**src/rtl/fp_pkg.sv**
```systemverilog
// Shared types for the FP multiplier front end.
// Class codes, unpacked operand record and stage entry bundle.
package fp_pkg;

    localparam int FP_EXP_W = 8;
    localparam int FP_MAN_W = 23;

    typedef enum logic [2:0] {
        ZERO = 3'd0,
        SUB  = 3'd1,
        NORM = 3'd2,
        INF  = 3'd3,
        QNAN = 3'd4,
        SNAN = 3'd5
    } fp_class_e;

    typedef struct packed {
        logic                sign;
        logic [FP_EXP_W-1:0] exp;
        logic [FP_MAN_W:0]   man;
        fp_class_e           cls;
    } fp_unpacked_t;

    typedef struct packed {
        fp_unpacked_t a;
        fp_unpacked_t b;
        logic         prod_sign;
        logic         prod_nan;
        logic         prod_inf;
        logic         prod_zero;
    } fp_entry_t;

    function automatic logic is_nan(input fp_class_e c);
        return (c == QNAN) || (c == SNAN);
    endfunction

endpackage

```
**src/rtl/fp_classify.sv**
```systemverilog
// Combinational single-operand decode: sign, exponent, mantissa, class.
// FP_UNPACK_FTZ_EN flushes subnormal inputs to signed zero.
module fp_classify
    import fp_pkg::*;
#(
    parameter int  EXP_W = FP_EXP_W,
    parameter int  MAN_W = FP_MAN_W,
    parameter type unp_t = fp_unpacked_t
) (
    input  logic [EXP_W+MAN_W:0] op,
    output unp_t                 res
);

    localparam int W = 1 + EXP_W + MAN_W;

    logic [EXP_W-1:0] e;
    logic [MAN_W-1:0] f;
    logic             e_zero;
    logic             e_ones;
    logic             f_nz;

    assign e      = op[W-2 -: EXP_W];
    assign f      = op[MAN_W-1:0];
    assign e_zero = ~|e;
    assign e_ones = &e;
    assign f_nz   = |f;

    always_comb begin
        res      = '0;
        res.sign = op[W-1];
        unique case (1'b1)
            e_zero && !f_nz: begin
                res.cls = ZERO;
            end
            e_zero && f_nz: begin
`ifdef FP_UNPACK_FTZ_EN
                res.cls = ZERO;
`else
                // subnormals share the minimum normal exponent
                res.cls = SUB;
                res.exp = EXP_W'(1);
                res.man = {1'b0, f};
`endif
            end
            !e_zero && !e_ones: begin
                res.cls = NORM;
                res.exp = e;
                res.man = {1'b1, f};
            end
            e_ones && !f_nz: begin
                res.cls = INF;
                res.exp = e;
                res.man = {1'b1, {MAN_W{1'b0}}};
            end
            e_ones && f_nz: begin
                res.cls = f[MAN_W-1] ? QNAN : SNAN;
                res.exp = e;
                res.man = {1'b1, f};
            end
            default: begin
                res.cls = ZERO;
            end
        endcase
    end

endmodule

```
**src/rtl/fp_unpack_stage.sv**
```systemverilog
// Operand unpack stage with a 2-entry skid buffer and registered in_ready.
// FP_UNPACK_FTZ_EN (in fp_classify) flushes subnormals to zero.
module fp_unpack_stage
    import fp_pkg::*;
#(
    parameter int EXP_W = FP_EXP_W,
    parameter int MAN_W = FP_MAN_W
) (
    input  logic                 clk,
    input  logic                 rst_n,
    input  logic                 in_valid,
    output logic                 in_ready,
    input  logic [EXP_W+MAN_W:0] a,
    input  logic [EXP_W+MAN_W:0] b,
    output logic                 out_valid,
    input  logic                 out_ready,
    output logic                 sign_a,
    output logic                 sign_b,
    output logic [EXP_W-1:0]     exp_a,
    output logic [EXP_W-1:0]     exp_b,
    output logic [MAN_W:0]       man_a,
    output logic [MAN_W:0]       man_b,
    output logic [2:0]           cls_a,
    output logic [2:0]           cls_b,
    output logic                 prod_sign,
    output logic                 prod_nan,
    output logic                 prod_inf,
    output logic                 prod_zero
);

    typedef struct packed {
        logic             sign;
        logic [EXP_W-1:0] exp;
        logic [MAN_W:0]   man;
        fp_class_e        cls;
    } unp_t;

    typedef struct packed {
        unp_t a;
        unp_t b;
        logic prod_sign;
        logic prod_nan;
        logic prod_inf;
        logic prod_zero;
    } entry_t;

    unp_t       dec_a;
    unp_t       dec_b;
    entry_t     new_e;
    entry_t     head;
    entry_t     tail;
    logic [1:0] count;
    logic [1:0] count_nxt;
    logic       push;
    logic       pop;

    fp_classify #(
        .EXP_W (EXP_W),
        .MAN_W (MAN_W),
        .unp_t (unp_t)
    ) u_cls_a (
        .op  (a),
        .res (dec_a)
    );

    fp_classify #(
        .EXP_W (EXP_W),
        .MAN_W (MAN_W),
        .unp_t (unp_t)
    ) u_cls_b (
        .op  (b),
        .res (dec_b)
    );

    always_comb begin
        logic nan_any;
        logic inf_any;
        logic zero_any;
        nan_any  = is_nan(dec_a.cls) || is_nan(dec_b.cls)
                || (dec_a.cls == INF && dec_b.cls == ZERO)
                || (dec_a.cls == ZERO && dec_b.cls == INF);
        inf_any  = (dec_a.cls == INF) || (dec_b.cls == INF);
        zero_any = (dec_a.cls == ZERO) || (dec_b.cls == ZERO);
        new_e           = '0;
        new_e.a         = dec_a;
        new_e.b         = dec_b;
        new_e.prod_sign = dec_a.sign ^ dec_b.sign;
        new_e.prod_nan  = nan_any;
        new_e.prod_inf  = !nan_any && inf_any;
        new_e.prod_zero = !nan_any && zero_any;
    end

    assign push = in_valid && in_ready;
    assign pop  = out_valid && out_ready;

    always_comb begin
        count_nxt = count;
        unique case (1'b1)
            push && !pop: count_nxt = count + 2'd1;
            pop && !push: count_nxt = count - 2'd1;
            default:      count_nxt = count;
        endcase
    end

    always_ff @(posedge clk) begin
        if (!rst_n) begin
            count     <= 2'd0;
            head      <= '0;
            tail      <= '0;
            out_valid <= 1'b0;
            in_ready  <= 1'b1;
        end else begin
            count     <= count_nxt;
            out_valid <= (count_nxt != 2'd0);
            in_ready  <= (count_nxt != 2'd2);
            // head is the output register; tail only fills while head stalls
            if (pop && count == 2'd2) begin
                head <= tail;
            end else if (push && (count == 2'd0 || pop)) begin
                head <= new_e;
            end else if (push) begin
                tail <= new_e;
            end
        end
    end

    assign sign_a    = head.a.sign;
    assign sign_b    = head.b.sign;
    assign exp_a     = head.a.exp;
    assign exp_b     = head.b.exp;
    assign man_a     = head.a.man;
    assign man_b     = head.b.man;
    assign cls_a     = head.a.cls;
    assign cls_b     = head.b.cls;
    assign prod_sign = head.prod_sign;
    assign prod_nan  = head.prod_nan;
    assign prod_inf  = head.prod_inf;
    assign prod_zero = head.prod_zero;

endmodule

```
**config.mk**
```make
export PLATFORM = sky130hd
export DESIGN_NAME = fp_unpack_stage
export DESIGN_NICKNAME = d
export VERILOG_FILES = /design/src/rtl/fp_pkg.sv /design/src/rtl/fp_classify.sv /design/src/rtl/fp_unpack_stage.sv
export SDC_FILE = /design/constraint.sdc
export NUM_CORES = 1
export LEC_CHECK = 0
export CAP_MARGIN = 20
export CELL_PAD_IN_SITES_DETAIL_PLACEMENT = 0
export CELL_PAD_IN_SITES_GLOBAL_PLACEMENT = 1
export CORE_MARGIN = 4
export CORE_UTILIZATION = 35
export DETAILED_ROUTE_END_ITERATION = 8
export PLACE_DENSITY = 0.77
export REMOVE_ABC_BUFFERS = 1
export SETUP_SLACK_MARGIN = 0.2
export SYNTH_ARGS = -nofsm -noshare
export SYNTH_HDL_FRONTEND = slang
export SYNTH_SLANG_ARGS = --single-unit
```
**constraint.sdc**
```tcl
create_clock -name clk -period 3.6 [get_ports clk]
set_input_delay 0.9 -clock clk [delete_from_list [all_inputs] [get_ports clk]]
set_output_delay 0.9 -clock clk [all_outputs]
set_load 0.05 [all_outputs]
```
==> flow_summary_export.csv, run 1 <==
group,metric,value,unit
synthesis,synthCells,671,
synthesis,ys_types,47,
cts,cts-htree-levels,4,
sta,slew_headroom,35.21,%
route,vias,5693,
cts,clock_latency,0.42,ns
grt,grt_pass1_vias,5598,
grt,overflow,0,
run_status,status,"completed",
layout,diodes,0,
route,postRouteAntennaNets,0,
sta,worst_slack,0.7071,ns
floorplanning,fp.dieH,138.6,µm
cts,cts_hold_buf,0,
grt,grtUsageTotal,18.67,%
place,place_ws,0.3211,ns
floorplanning,rows,47,
layout,nNetsFinal,866,
run,cap_violations,0,
critical_path,cp.required,3.91,ns
synthesis,ys_seq_elements,156,
critical_path,start_kind,"primary input",
sta,period_minus_slack,2.893,ns
place,globalplace.congestion,0.7719,
critical_path,crit_path_end_kind,"flop",
floorplanning,die_area,0.01921,mm²
sta,rsz0062_at_grt,"false",
cts,cts_root_buffer,"clkbuf_16",
cts,cts_tree,"yes",
pwr,pwr_density_cell,861.9,mW/mm²
grt,grt_pass1_wl,29390,µm
critical_path,startpoint,"a[5]",
sta,finalSetupViolations,0,
sta,whs,0.4540,ns
sta,hold_viol_final,0,
layout,syn2layout_area_growth,41.05,%
critical_path,crit_arrival,3.21,ns
sta,timing.fmax,345.7,MHz
worst_hold_path,hp-class,"flop to flop",
synthesis,synth-edff-count,0,
floorplanning,ios,146,
cts,cts_resized,0,
place,hpwlAfterDp,11960,µm
sta,period_share,80.36,%
route,avgViaCountPerCell,5.527,
grt,antenna_found_initial,0,
route,drt_iter0_drc,628,
floorplanning,start_util,35.86,%
route,drt_pass1_iterations,9,
cts,cts_max_path_buffers,2,
pwr,power_leakage,3.040,nW
floorplanning,die_w,138.6,µm
worst_hold_path,worstHoldStart,"tail[45]",
synthesis,async_reset_ff_share,0,%
synthesis,yosys_warnings,0,
floorplanning,core_area,0.01664,mm²
route,remaining_drc_errors,0,
sta,final-max-slew-violation-count,0,
critical_path,rr_startpoint,"in_ready",
layout,drive_above_1_share,8.148,%
cts,path_clk_slew,0.06,ns
route,wirelength,18320,µm
sta,worstMarginPinSlew,0.9718,ns
pwr,peakVddDrop,0.4638,mV
critical_path,path_class,"primary input to flop",
synthesis,synth.cell_area,0.005968,mm²
synthesis,synthFlopType,"dfxtp_1",
critical_path,cp_max_fo,6,
synthesis,syn_avg_cell_area,8.895,µm²
cts,cts_buffers,17,
cts,clock-sinks,156,
layout,mostFrequentLayoutCells,"156 x dfxtp_1, 144 x clkdlybuf4s50_1, 135 x nand2_1",
cts,postCtsSetupBuffers,0,
route,wl_per_cell,17.79,µm
layout,layout_commonest_cell,"dfxtp_1",
place,numPortBuffers,145,
grt,grt_max_degree,77,
synthesis,ys_seq_area_share,52.33,%
sta,skew,0.01156,ns
## Yosys cell counts, drive strengths merged, types with 3 or more instances
cell	instances	share of area, %
dfxtp	156	52
nand2	135	8.5
a222oi	64	11
nor2	61	3.8
a21oi	58	4.9
clkbuf	51	3.2
nor2b	22	2.3
a21boi	16	2.0
nor4	13	1.5
o21ai	9	0.75
buf	8	0.65
a22oi	6	0.75
inv	6	0.38
nand4	6	0.63
nand3	5	0.42
nor3	5	0.42
a22o	4	0.59
and2	4	0.42
or2	4	0.42
nor3b	3	0.38
or3	3	0.31
or4	3	0.44
xnor2	3	0.44
## area by class of cell
class	instances	area, µm²
Clock buffer	22	484.2
Timing Repair Buffer	166	1679
Inverter	6	23.77
Multi-Input combinational cell	450	2648
Clock inverter	10	185.2
Fill cell	1499	8224
Sequential cell	156	3123
Tap cell	220	275.3
## power by group
| part | switching [W] | total (W) | internal (W) |
|---|---|---|---|
| clock network | 0.000698 | 0.00200 | 0.00130 |
| registers | 0.000252 | 0.00239 | 0.00214 |
| logic | 0.00183 | 0.00286 | 0.00103 |
## path summary, 6_finish.rpt
path	to	slack [ns]	depth (start not counted)
setup / recovery	tail[1]	0.71	6
hold / removal	tail[45]	0.45	2
setup reg to reg	man_b[18]	1.43	6
hold reg to reg	tail[45]	0.45	2
## cells by family (layout without fill, tap and decap cells)
group / count (synthesis) / count (layout) / synth area share [%]
adder cells (fa/ha/maj): 1 / 1 / 0.2096
AND/OR/NAND/NOR: 269 / 269 / 20.17
XOR/XNOR: 4 / 4 / 0.5871
buffers and inverters: 65 / 204 / 4.235
flip-flops: 156 / 156 / 52.33
AO/OA/AOI/OAI: 176 / 176 / 22.47
## stage by stage
step	std cells	util, %	area [µm²]	setup TNS (ns)	total power (W)
global placement	998	46.56	7749	0	0.005224
floorplan	612	-	5738	-279.54	0.004160
detailed placement	998	46.56	7749	0	0.005292
finish	1030	50.58	8418	0	0.007255
global route	1030	50.58	8418	0	0.007621
CTS	1030	50.58	8418	0	0.007310
## registers in the layout (all words and copies together) (netlist names)
signal     flops
tail          76
man_a         24
man_b         24
exp_a          8
exp_b          8
cls_a          3
cls_b          3
count          2
in_ready       1
out_valid      1
prod_inf       1
prod_nan       1
prod_sign      1
prod_zero      1
sign_a         1
sign_b         1
## metal layers
layer | global-route usage (%) | share of wire [%] | vias to the layer above
li1 | - | - | 2705
met4 | 6.500 | 1.4 | 0
met5 | 0 | 0 | -
met3 | 3.828 | 6.0 | 18
met1 | 23.91 | 44 | 2753
met2 | 31.42 | 49 | 217
## critical path, stage by stage
cell and delay (ns):
clkdlybuf4s50_1 0.45, nor4_1 0.59, nand2_1 0.23, or4_1 0.51
and4_1 0.28, a41o_1 0.25
No activity file was read; power rests on OpenSTA's default activity.
==> inputs of run 2 (changes only) <==
Clock period 3.6 ns to 2.7 ns, I/O delays scaled along.
==> flow_summary_export.csv, run 2 (synthesized netlist as in run 1, its figures left out) <==
group,metric,value,unit
place,placed_cell_area,0.008274,mm²
sta,timing.fmax,408.1,MHz
worst_hold_path,hold_path_depth,2,
critical_path,cp_slowest_cell,"or4_1",
critical_path,rr_startpoint,"count[0]",
route,remaining_drc_errors,0,
sta,worst_slack,0.2497,ns
critical_path,r2r_setup_slack,0.82,ns
route,vias,5882,
sta,final-max-slew-violation-count,0,
sta,finalSetupViolations,0,
floorplanning,ios,146,
grt,grt_pass1_vias,5964,
worst_hold_path,hp-class,"flop to flop",
critical_path,cp_max_fo,6,
pwr,power_leakage,3.319,nW
floorplanning,core_area,0.01664,mm²
worst_hold_path,min_to,"tail[59]",
cts,cts_hold_buf,0,
cts,path_clk_slew,0.06,ns
grt,grt_max_degree,70,
critical_path,start_kind,"primary input",
floorplanning,fp.dieH,138.6,µm
sta,hold_viol_final,0,
sta,period_share,90.75,%
sta,skew,0.009000,ns
critical_path,critPathMaxStageDelay,0.61,ns
grt,antenna_found_initial,0,
grt,grtUsageTotal,19.24,%
cts,cts_root_buffer,"clkbuf_16",
floorplanning,start_util,35.86,%
critical_path,cp.required,3.01,ns
cts,cts_buffers,17,
pwr,peakVddDrop,0.4767,mV
layout,syn2layout_area_growth,48.87,%
layout,top_register,"tail",
grt,overflow,0,
layout,diodes,0,
worst_hold_path,worstHoldStart,"tail[59]",
sta,whs,0.4557,ns
run_status,status,"completed",
place,hpwlAfterDp,12460,µm
critical_path,worst-path-buf-inv,1,
cts,clock-sinks,156,
route,postRouteAntennaNets,0,
critical_path,worstPathCellList,"clkdlybuf4s50_1 > or4_1 > nor4_2 > or4b_1 > and4_4 > a41o_1",
place,globalplace.congestion,0.7944,
place,place_ws,-0.3206,ns
critical_path,crit_family,"simple AND/OR/NAND/NOR gates",
cts,clock_latency,0.42,ns
layout,largest_register_ffs,76,
floorplanning,die_area,0.01921,mm²
critical_path,crit_path_end_kind,"flop",
cts,cts_tree,"yes",
critical_path,r2r_cells,5,
sta,rsz0062_at_grt,"false",
sta,worstMarginPinSlew,0.5657,ns
route,avgViaCountPerCell,5.372,
floorplanning,die_w,138.6,µm
critical_path,crit_arrival,2.76,ns
sta,slew_headroom,62.17,%
sta,period_minus_slack,2.450,ns
route,wl_per_cell,17.24,µm
critical_path,path_class,"primary input to flop",
sta,fin_tns_setup,0,ns
layout,final_area,0.008885,mm²
cts,cts-htree-levels,4,
place,numPortBuffers,145,
route,drt_iter0_drc,432,
grt,grt_pass1_wl,30500,µm
pwr,pwr_density_cell,1057,mW/mm²
route,wirelength,18870,µm
floorplanning,rows,47,
layout,fin_util,53.39,%
cts,cts_max_path_buffers,2,
layout,layout_commonest_cell,"dfxtp_1",
route,drt_pass1_iterations,9,
layout,mostFrequentLayoutCells,"156 x dfxtp_1, 142 x clkdlybuf4s50_1, 135 x nand2_1",
run,cap_violations,0,
layout,nNetsFinal,931,
layout,drive_above_1_share,15.66,%
critical_path,r2r_end,"man_b[13]",
## run 2: where the power goes
part | leakage [nW] | internal (W) | switching [W] | total (W)
sequential | 1.28 | 0.00285 | 0.000334 | 0.00319
clock | 0.274 | 0.00134 | 0.000993 | 0.00233
combinational | 1.77 | 0.00142 | 0.00246 | 0.00388
## run 2: how the worst max path moves through the flow
stage,startpoint,end,slack [ns],cells past startpoint
floorplan,in_valid,tail[31],-3.07,4
global placement,b[30],tail[0],-0.28,6
detailed placement,b[30],tail[1],-0.32,6
CTS,b[27],tail[1],0.24,6
global route,b[27],tail[1],0.20,6
finish,b[23],tail[1],0.25,6
## run 2: tightest hold or removal path, cell delays in order (launching register included)
cell and delay (ns):
dfxtp_1 0.31, nand2_1 0.05, a21oi_1 0.05
## run 2: per-stage QoR
stage | instances | total power [W]
after global routing | 1095 | 0.009897
after detailed placement | 1063 | 0.007122
after floorplan | 612 | 0.005546
final | 1095 | 0.009395
after CTS | 1095 | 0.009475
after global placement | 1063 | 0.007017
## run 2: final cells by class
class	count	area, µm²
inverter	6	23.77
timing repair buffer	231	2206
fill	1497	7757
clock inverter	13	130.1
sequential	156	3123
tap	220	275.3
multi-input combinational	450	2674
clock buffer	19	452.9
## run 2: what timing repair did
item                       4_1_cts  5_1_grt
hold endpoints to repair         0        0
setup endpoints to repair        4        3
pin swaps                        1        1
resized for setup                3        5
buffers inserted                 0        0
## run 2: layer usage
metal / global-route usage (%) / vias to the layer above / share of wire [%]
met5: 0 / - / 0
met4: 5.460 / 0 / 1.4
met3: 4.655 / 18 / 5.6
met2: 32.73 / 182 / 50
met1: 24.40 / 2846 / 43
li1: - / 2836 / -
